===== src/rtl/pipe_stage_reg_pkg.sv =====
`default_nettype none
// ---------------------------------------------------------------------------
// pipe_stage_reg_pkg: shared types and helpers for pipe_stage_reg. Rev 1.0
// ---------------------------------------------------------------------------
package pipe_stage_reg_pkg;

    localparam int PIPE_MAX_STAGES = 4;

    typedef logic [31:0] perf_cnt_t;

    typedef enum logic [1:0] {
        STG_LOAD   = 2'd0,
        STG_HOLD   = 2'd1,
        STG_BUBBLE = 2'd2
    } stage_ctl_t;

    // Saturating add; increment covers at most PIPE_MAX_STAGES per edge.
    function automatic perf_cnt_t sat_add(input perf_cnt_t cnt, input logic [2:0] inc);
        logic [32:0] sum;
        sum = {1'b0, cnt} + {30'd0, inc};
        return sum[32] ? '1 : sum[31:0];
    endfunction

endpackage
`default_nettype wire


===== src/rtl/pipe_stage_slice.sv =====
`default_nettype none
// ---------------------------------------------------------------------------
// pipe_stage_slice: one valid+payload register with flush/hold/bubble/load mux.
// Rev 1.0
// ---------------------------------------------------------------------------
module pipe_stage_slice
    import pipe_stage_reg_pkg::*;
#(
    parameter int                DATA_W     = 32,
    parameter logic [DATA_W-1:0] RESET_VAL  = '0,
    parameter logic [DATA_W-1:0] BUBBLE_VAL = '0
) (
    input  logic              CLK,
    input  logic              nRST,
    input  logic              flush,
    input  stage_ctl_t        ctl,
    input  logic              in_valid,
    input  logic [DATA_W-1:0] in_data,
    output logic              valid,
    output logic [DATA_W-1:0] data
);

    logic              valid_next;
    logic [DATA_W-1:0] data_next;

    always_comb begin
        valid_next = in_valid;
        data_next  = in_data;
        if (flush) begin
            valid_next = 1'b0;
            data_next  = BUBBLE_VAL;
        end else begin
            case (ctl)
                STG_HOLD: begin
                    valid_next = valid;
                    data_next  = data;
                end
                STG_BUBBLE: begin
                    valid_next = 1'b0;
                    data_next  = BUBBLE_VAL;
                end
                default: begin
                    valid_next = in_valid;
                    data_next  = in_data;
                end
            endcase
        end
    end

    always_ff @(posedge CLK or negedge nRST) begin
        if (!nRST) begin
            valid <= 1'b0;
            data  <= RESET_VAL;
        end else begin
            valid <= valid_next;
            data  <= data_next;
        end
    end

endmodule
`default_nettype wire


===== src/rtl/pipe_stage_reg.sv =====
`default_nettype none
// ---------------------------------------------------------------------------
// pipe_stage_reg: STAGES-deep pipeline register with stall back-propagation,
// flush and bubble insertion. PIPE_STAGE_REG_PERF_EN adds perf counters. Rev 1.0
// ---------------------------------------------------------------------------
module pipe_stage_reg
    import pipe_stage_reg_pkg::*;
#(
    parameter int                DATA_W     = 32,
    parameter int                STAGES     = 1,
    parameter logic [DATA_W-1:0] RESET_VAL  = '0,
    parameter logic [DATA_W-1:0] BUBBLE_VAL = '0
) (
    input  logic              CLK,
    input  logic              nRST,
    input  logic              valid_i,
    input  logic [DATA_W-1:0] data_i,
    output logic              accept_o,
    input  logic [STAGES-1:0] stall_i,
    input  logic [STAGES-1:0] flush_i,
    output logic              valid_o,
    output logic [DATA_W-1:0] data_o,
    output logic [STAGES-1:0] stage_valid_o
`ifdef PIPE_STAGE_REG_PERF_EN
    ,
    output perf_cnt_t         stall_cnt_o,
    output perf_cnt_t         bubble_cnt_o,
    output perf_cnt_t         flush_cnt_o
`endif
);

    if (STAGES < 1 || STAGES > PIPE_MAX_STAGES) begin : g_bad_stages
        $error("pipe_stage_reg: STAGES out of range");
    end

    logic [STAGES-1:0] hold;
    logic [STAGES-1:0] up_hold;
    logic [STAGES-1:0] valid_q;
    logic [STAGES-1:0] in_valid;
    logic [DATA_W-1:0] data_q  [STAGES];
    logic [DATA_W-1:0] in_data [STAGES];
    stage_ctl_t        ctl     [STAGES];

    for (genvar k = 0; k < STAGES; k++) begin : g_stage
        // A stall anywhere downstream freezes this stage too.
        assign hold[k] = |stall_i[STAGES-1:k];

        if (k == 0) begin : g_head
            assign up_hold[k]  = 1'b0;
            assign in_valid[k] = valid_i;
            assign in_data[k]  = data_i;
        end else begin : g_body
            assign up_hold[k]  = hold[k-1];
            assign in_valid[k] = valid_q[k-1];
            assign in_data[k]  = data_q[k-1];
        end

        assign ctl[k] = hold[k]    ? STG_HOLD   :
                        up_hold[k] ? STG_BUBBLE : STG_LOAD;

        pipe_stage_slice #(
            .DATA_W     (DATA_W),
            .RESET_VAL  (RESET_VAL),
            .BUBBLE_VAL (BUBBLE_VAL)
        ) u_slice (
            .CLK      (CLK),
            .nRST     (nRST),
            .flush    (flush_i[k]),
            .ctl      (ctl[k]),
            .in_valid (in_valid[k]),
            .in_data  (in_data[k]),
            .valid    (valid_q[k]),
            .data     (data_q[k])
        );
    end

    assign accept_o      = !hold[0];
    assign valid_o       = valid_q[STAGES-1];
    assign data_o        = data_q[STAGES-1];
    assign stage_valid_o = valid_q;

`ifdef PIPE_STAGE_REG_PERF_EN
    logic      last_valid_next;
    logic [2:0] kill_cnt;
    perf_cnt_t stall_cnt;
    perf_cnt_t bubble_cnt;
    perf_cnt_t flush_cnt;

    assign last_valid_next = !flush_i[STAGES-1] &&
                             (hold[STAGES-1] ? valid_q[STAGES-1]
                                             : (!up_hold[STAGES-1] && in_valid[STAGES-1]));

    always_comb begin
        kill_cnt = '0;
        for (int k = 0; k < STAGES; k++) begin
            kill_cnt = kill_cnt + {2'b00, (flush_i[k] & valid_q[k])};
        end
    end

    always_ff @(posedge CLK or negedge nRST) begin
        if (!nRST) begin
            stall_cnt  <= '0;
            bubble_cnt <= '0;
            flush_cnt  <= '0;
        end else begin
            stall_cnt  <= sat_add(stall_cnt,  {2'b00, hold[0]});
            bubble_cnt <= sat_add(bubble_cnt, {2'b00, !last_valid_next});
            flush_cnt  <= sat_add(flush_cnt,  kill_cnt);
        end
    end

    assign stall_cnt_o  = stall_cnt;
    assign bubble_cnt_o = bubble_cnt;
    assign flush_cnt_o  = flush_cnt;
`endif

endmodule
`default_nettype wire


===== config.mk =====
export PLATFORM = sky130hd
export DESIGN_NAME = pipe_stage_reg
export DESIGN_NICKNAME = d
export VERILOG_FILES = /design/src/rtl/pipe_stage_reg_pkg.sv /design/src/rtl/pipe_stage_slice.sv /design/src/rtl/pipe_stage_reg.sv
export SDC_FILE = /design/constraint.sdc
export NUM_CORES = 1
export LEC_CHECK = 0
export CAP_MARGIN = 15
export CORE_MARGIN = 2
export CORE_UTILIZATION = 30
export CTS_CLUSTER_DIAMETER = 200
export CTS_CLUSTER_SIZE = 28
export DETAILED_ROUTE_END_ITERATION = 8
export HOLD_SLACK_MARGIN = 0.03
export PLACE_DENSITY = 0.64
export SYNTH_ARGS = -nofsm -noshare
export SYNTH_HDL_FRONTEND = slang
export SYNTH_SLANG_ARGS = --single-unit

===== constraint.sdc =====
create_clock -name CLK -period 1.1 [get_ports CLK]
set_input_delay 0.165 -clock CLK [delete_from_list [all_inputs] [get_ports CLK]]
set_output_delay 0.165 -clock CLK [all_outputs]
set_load 0.005 [all_outputs]

# After elaboration in Yosys (flattened, before gate mapping)
# Cells that the tools add are included.
dict set report totals {
  out_inout_bits 35
  inputBits 37
  elab_cells 11
  register_bits 33
}
dict set report classes {
  reduce_logical 1
  eq_ne 3
  n_mux 5
}
# operator n
set ops {}
lappend ops {{$pmux W32 S2} 1}
lappend ops {{$mux W32} 1}
lappend ops {{$eq A1 B2 Y1 const B} 1}
lappend ops {{$mux W1} 2}
lappend ops {{$ne A2 B2 Y1 const B} 1}
lappend ops {{$pmux W1 S2} 1}
lappend ops {{$eq A1 B1 Y1 const B} 1}
lappend ops {{$logic_not A1 Y1} 1}

# Logic depth before layout (Yosys ltp)
# Gate-level depths: netlist of run 1.
dict set report logic_depth {
  word_depth 4
  mapped_depth 4
  ltp_nobuf 2
}

# By module
# A second synthesis of run 1 with hierarchy kept.
dict set report unflattened {
  cells_unflattened 154
  area_unflattened_um2 1682.9
}
# module cells_each seq_area_each_um2 instances area_each_um2
set by_module_without_submodules {}
lappend by_module_without_submodules {pipe_stage_slice 151 825.8 1 1667.8}
lappend by_module_without_submodules {pipe_stage_reg 3 0.0 1 15.0}

# Worst setup path before layout of run 1
# OpenSTA, ideal clock, no wires.
dict set report synth_path {
  path_kind {input -> register}
  start {input port stall_i}
  end {register g_stage[0].u_slice.valid}
  slack_ps 329
  path_stages 4
  setup_ps 121
  n_path_buf 2
  t_required_ps 979
  arrival_ps 650
  path_cell_list {buf_6 -> buf_12 -> mux2i_1 -> nor2_1}
}
dict set report synth_between {
  elab_chain_len 4
  elab_cells_between_ends 6
  classes_between {eq/ne (3); mux (3)}
}
# element line_no
set synth_rtl {}
lappend synth_rtl {{start: declaration} pipe_stage_reg.sv:19} ;# input logic [STAGES-1:0] stall_i,
lappend synth_rtl {{$mux W1 *} pipe_stage_reg.sv:58} ;# assign ctl[k] = hold[k] ? STG_HOLD :
lappend synth_rtl {{$eq A1 B2 Y1 or $eq A1 B1 Y1 (tied branches)} pipe_stage_slice.sv:33} ;# case (ctl)
lappend synth_rtl {{$pmux W1 S2} pipe_stage_slice.sv:33}
lappend synth_rtl {{$mux W1} pipe_stage_slice.sv:29} ;# if (flush) begin
lappend synth_rtl {{end signal: assignment} pipe_stage_slice.sv:55} ;# valid <= valid_next;
lappend synth_rtl {{end: declaration} pipe_stage_slice.sv:19} ;# output logic valid,
# Every way passes the cells marked *; elsewhere a longest branch is shown, timed or not.
# A chain may end at the register's enable or synchronous reset.

# Worst setup path after layout of run 1
dict set report layout_path {
  start {register g_stage[0].u_slice.data[27]}
  end {output port data_o[27]}
}
# element line_no
set layout_rtl {}
lappend layout_rtl {{start: declaration} pipe_stage_slice.sv:20} ;# output logic [DATA_W-1:0] data
lappend layout_rtl {{start signal: assignment} pipe_stage_slice.sv:56} ;# data <= data_next;
lappend layout_rtl {{end: declaration} pipe_stage_reg.sv:22} ;# output logic [DATA_W-1:0] data_o,
# No word-level cell between the ends.

==> impl_metrics.yaml, run 1 <==
run_status:
  status: "finished clean"
critical_path:
  critPathLaunch: "g_stage[0].u_slice.data[27]"
  cp-end-kind: "output pin"
  endpoint: "data_o[27]"
  crit_slowest_cell: "dfrtp_1"
  start_kind: "register"
  r2r_cells: 4
  path_class: "reg2out"
  rr_endpoint: "g_stage[0].u_slice.data[25]"
  worstPathMaxFanout: 2
  r2r_start: "g_stage[0].u_slice.data[25]"
  critPathRequiredTime_ns: 0.94
  path_buf_inv: 1
  path_cells: "dlygate4sd2_1"
  crit_cells: 1
  slowest_delay_ns: 0.37
  regToRegSetupSlack_ns: 0.18
  critical-path-top-delay-family: "flip-flops"
  arrival_ns: 0.91
sta:
  setup_slack_ns: 0.02635
  hold_viol_final: 0
  fin_crit_sh_pct: 97.60
  final.setup.tns_ns: 0
  drv_slew: 0
  slew_headroom_pct: 77.66
  skew_ns: 0
  post-route-min-period_ns: 1.074
  fmax_ghz: 0.9314
  tightestPinTransition_ns: 0.3351
  finalSetupViolCount: 0
  hold_slack_ns: 0.2530
  rsz0062_at_grt: "false"
place:
  numPortBuffers: 71
  place_ws_ns: 0.02434
  placed_cells: 227
  place_congestion: 0.7198
  post-dp-hpwl_um: 2356
floorplanning:
  fp.dieH_um: 71.86
  die_w_um: 71.86
  start_util_pct: 31.51
  dieArea_mm2: 0.005163
  core_area_mm2: 0.004384
  num_rows: 24
  pin_count: 72
cts:
  cts_tree: "done"
  htreeDepth: 2
  clk_path_buf_depth: 2
  cts_made_buffers: 5
  cts.reportedPaths.clkPinSlew_ns: 0.06
  clk_latency_ns: 0.27
  cts.sinks: 33
  cts-root-buf: "clkbuf_8"
pwr:
  ir_drop_uv: 625.1
  finalPower_uw: 2631
  power_frac_seq_pct: 50.2
  p_clk_share_pct: 32.0
  switching_power_uw: 615.8
  p_leak_uw: 0.001115
  pwr-share-comb_pct: 17.8
  p_sw_share_pct: 23.41
  internal-power_uw: 2015
  p_per_area_mw_per_mm2: 1179
route:
  wl_um: 3226
  drc: 0
  avgViaCountPerCell: 4.281
  routedWlPerCell_um: 13.33
  vias: 1036
  drtIter0Drc: 49
  dr.pass1.iters: 4
  postRouteAntennaNets: 0
yosys:
  avgSynthCellArea_um2: 12.67
  synth_nets: 146
  synth_warnings: 0
  yosysUniqueCellTypes: 9
  synth_seq_cells: 33
  syn-cell-area_mm2: 0.001381
  synth-seq-area-share_pct: 59.78
  syn_inst: 109
layout:
  instances_no_fill: 242
  drive_above_1_share_pct: 11.05
  num-nets-final: 226
  layout_common_cells: "36 x clkdlybuf4s50_1, 33 x mux2i_1, 33 x nor2_1, 33 x dfrtp_1, 30 x clkdlybuf4s15_1"
  area_growth_pct: 61.59
  fill_cells: 396
  mostFrequentLayoutCell: "clkdlybuf4s50_1"
  diodes: 0
global_routing:
  first_global_vias: 1130
  antenna_found_initial: 0
  grt_pass1_wl_um: 5333
  grt_overflow: 0
  grt_use_total_pct: 13.05
  grt_max_degree: 34
min_path:
  hold_path.class: "in2async"
run:
  max_cap_violations: 0
-- routing by layer --
layer  up-vias  wire (µm)  global-route usage (%)
li1        512          -                       -
met1       485       1296                   15.82
met2        39       1689                   23.05
met3         0        240                   4.360
met4         0          0                   1.887
met5         -          0                       0
-- power groups by stage --
stage	Combinational (µW)	Clock, µW	Sequential (µW)
floorplan	175	0	1350
global placement	483	0	1340
detailed placement	494	0	1340
CTS	460	886	1320
global route	513	934	1330
finish	469	841	1320
-- timing repair --
item	4_1_cts	5_1_grt
hold buffers	0	0
buffers inserted	3	5
setup endpoints to repair	34	22
hold endpoints to repair	0	0
resized for setup	50	19
-- worst min-delay path by stage --
stage	to	from
after floorplan	g_stage[0].u_slice.data[0]	nRST
after global placement	g_stage[0].u_slice.data[15]	g_stage[0].u_slice.data[15]
after detailed placement	g_stage[0].u_slice.data[22]	g_stage[0].u_slice.data[22]
after CTS	g_stage[0].u_slice.data[3]	nRST
after global routing	g_stage[0].u_slice.data[25]	nRST
final	g_stage[0].u_slice.data[25]	nRST
-- cell usage after synthesis (all sizes together) --
cell type  number  area [µm²]
dfrtp          33       825.8
mux2i          33       330.3
nor2           33       123.9
buf             8       93.84
clkbuf          1       3.750
inv             1       3.750
-- flip-flops by register name, indices dropped and copies added (netlist names) --
register               flops
g_stage.u_slice.data      32
g_stage.u_slice.valid      1
-- logic make-up after synthesis --
family | share of synthesized area (%)
and+or+nand+nor | 8.967
buffers and inverters | 7.336
DFF | 59.78
muxes | 23.91
-- metrics by stage --
| step | utilization [%] | instance area [µm²] |
|---|---|---|
| floorplan | - | 1381 |
| global placement | 48.12 | 2110 |
| detailed placement | 48.12 | 2110 |
| CTS | 49.83 | 2185 |
| global route | 50.91 | 2232 |
| finish | 50.91 | 2232 |
-- cell type report --
type                       count  area [µm²]  area share, %
clock buffer                   6       72.57          3.251
clock inverter                 2       10.01         0.4484
inverter                       1       3.754         0.1682
multi-input combinational     66       454.2          20.35
sequential                    33       825.8          37.00
tap                           52       65.06          2.915
timing repair buffer          82       800.8          35.87
Power figures use the tool's default switching activity.
==> inputs of run 2 (changes only) <==
--- a/config.mk
+++ b/config.mk
@@ -7,12 +7,12 @@
 export LEC_CHECK = 0
 export CAP_MARGIN = 15
 export CORE_MARGIN = 2
-export CORE_UTILIZATION = 30
+export CORE_UTILIZATION = 42
 export CTS_CLUSTER_DIAMETER = 200
 export CTS_CLUSTER_SIZE = 28
 export DETAILED_ROUTE_END_ITERATION = 8
 export HOLD_SLACK_MARGIN = 0.03
-export PLACE_DENSITY = 0.64
+export PLACE_DENSITY = 0.85
 export SYNTH_ARGS = -nofsm -noshare
 export SYNTH_HDL_FRONTEND = slang
 export SYNTH_SLANG_ARGS = --single-unit
==> impl_metrics.yaml, run 2 (synthesis results as in run 1) <==
critical_path:
  slowest_delay_ns: 0.40
  path_buf_inv: 1
  path_class: "reg2out"
  start_kind: "register"
  worstPathMaxFanout: 3
  arrival_ns: 0.86
  critical-path-top-delay-family: "flip-flops"
  crit_slowest_cell: "dfrtp_1"
  critPathRequiredTime_ns: 0.94
  cp-end-kind: "output pin"
  regToRegSetupSlack_ns: 0.17
  path_cells: "buf_2"
layout:
  fill_cells: 256
  reg.largest.list: "g_stage.u_slice.data (32), g_stage.u_slice.valid (1)"
  drive_above_1_share_pct: 31.31
  layout_common_cells: "36 x clkdlybuf4s50_1, 33 x mux2i_1, 33 x nor2_1, 33 x dfrtp_1, 25 x clkbuf_2"
  stdcell_area_mm2: 0.002100
  area_growth_pct: 51.99
  instances_no_fill: 242
  num-nets-final: 236
  mostFrequentLayoutCell: "clkdlybuf4s50_1"
  diodes: 0
  largest_reg_flops: 32
  top_register: "g_stage.u_slice.data"
place:
  numPortBuffers: 71
  place_congestion: 0.6864
  placed_area_mm2: 0.002100
  placed_cells: 219
  post-dp-hpwl_um: 2296
global_routing:
  grt_overflow: 0
  grt_max_degree: 34
  grt_use_total_pct: 18.31
  antenna_found_initial: 0
  first_global_vias: 1053
  grt_pass1_wl_um: 4809
min_path:
  hold_path.class: "in2async"
sta:
  hold_slack_ns: 0.2054
  tightestPinTransition_ns: 0.3101
  drv_slew: 0
  post-route-min-period_ns: 1.024
  finalSetupViolCount: 0
  fmax_ghz: 0.9763
  rsz0062_at_grt: "false"
  skew_ns: 0
  hold_viol_final: 0
  final.setup.tns_ns: 0
  slew_headroom_pct: 79.32
  fin_crit_sh_pct: 93.12
cts:
  cts.sinks: 33
  hold_buffers: 0
  htreeDepth: 2
  cts.reportedPaths.clkPinSlew_ns: 0.09
  cts_made_buffers: 5
  cts-root-buf: "clkbuf_4"
  clk_latency_ns: 0.32
  cts_tree: "done"
  clk_path_buf_depth: 2
run:
  max_cap_violations: 0
route:
  routedWlPerCell_um: 13.74
  dr.pass1.iters: 4
  avgViaCountPerCell: 4.616
  wl_um: 3326
  drtIter0Drc: 45
  vias: 1117
  drc: 0
  postRouteAntennaNets: 0
pwr:
  ir_drop_uv: 691.7
  p_per_area_mw_per_mm2: 1126
  p_leak_uw: 0.001146
floorplanning:
  num_rows: 20
  pin_count: 72
  fp.dieH_um: 61.35
  dieArea_mm2: 0.003764
  start_util_pct: 44.52
  core_area_mm2: 0.003103
  die_w_um: 61.35
run_status:
  status: "finished clean"
-- run 2: changes by cell type in the layout (fill, tap and decap cells not counted), sizes merged --
cell	change
clkbuf	+23
dlygate4sd2	-2
buf	+18
clkdlybuf4s15	-30
clkinv	-1
-- run 2: report_power, final --
| group | internal, µW | total (µW) | switching [µW] |
|---|---|---|---|
| combinational | 287 | 470 | 184 |
| sequential | 1280 | 1320 | 36.6 |
| clock | 221 | 577 | 356 |
-- run 2: through the flow --
stage,total power (µW),utilization [%],worst slack [ns]
6_report,2364,67.66,0.07573
3_3_place_gp,1815,67.66,0.05456
5_1_grt,2500,67.66,0.02874
3_5_place_dp,1833,67.66,0.03843
2_1_floorplan,1520,-,0.3290
4_1_cts,2392,70.20,-0.01393
-- run 2: metal layers --
layer | routed length (µm) | GRT usage (%) | vias up | share of wire, %
li1 | - | - | 533 | -
met1 | 1234 | 20.19 | 520 | 37
met2 | 1766 | 32.67 | 55 | 53
met3 | 248 | 4.832 | 9 | 7.5
met4 | 76 | 8.815 | 0 | 2.3
met5 | 0 | 0 | - | 0
-- run 2: final cells by class --
class / instances / area, µm² / share of cell area, %
Multi-Input combinational cell: 66 / 454.2 / 21.63
Sequential cell: 33 / 825.8 / 39.33
Clock buffer: 5 / 37.54 / 1.788
Inverter: 1 / 3.754 / 0.1788
Timing Repair Buffer: 92 / 718.2 / 34.21
Tap cell: 44 / 55.05 / 2.622
Clock inverter: 1 / 5.005 / 0.2384
-- run 2: worst reg2reg max path, stage by stage, from the launching register on --
cell,delay [ns]
dfrtp_1,0.39
buf_4,0.13
buf_4,0.12
mux2i_1,0.12
nor2_1,0.05
-- run 2: worst paths after layout --
| path | from | end | cells after the start |
|---|---|---|---|
| max in group asynchronous | nRST | g_stage[0].u_slice.data[20] | 2 |
| min | nRST | g_stage[0].u_slice.data[13] | 2 |
| min reg2reg | g_stage[0].u_slice.data[15] | g_stage[0].u_slice.data[15] | 2 |
| max reg2reg | g_stage[0].u_slice.data[28] | g_stage[0].u_slice.data[28] | 4 |
| max | g_stage[0].u_slice.valid | stage_valid_o | 1 |
| min in group CLK | stall_i | g_stage[0].u_slice.data[9] | 4 |
-- run 2: what timing repair did --
action,in CTS,in global routing
setup endpoints to repair,34,26
buffers inserted,10,7
gates resized for setup,85,26
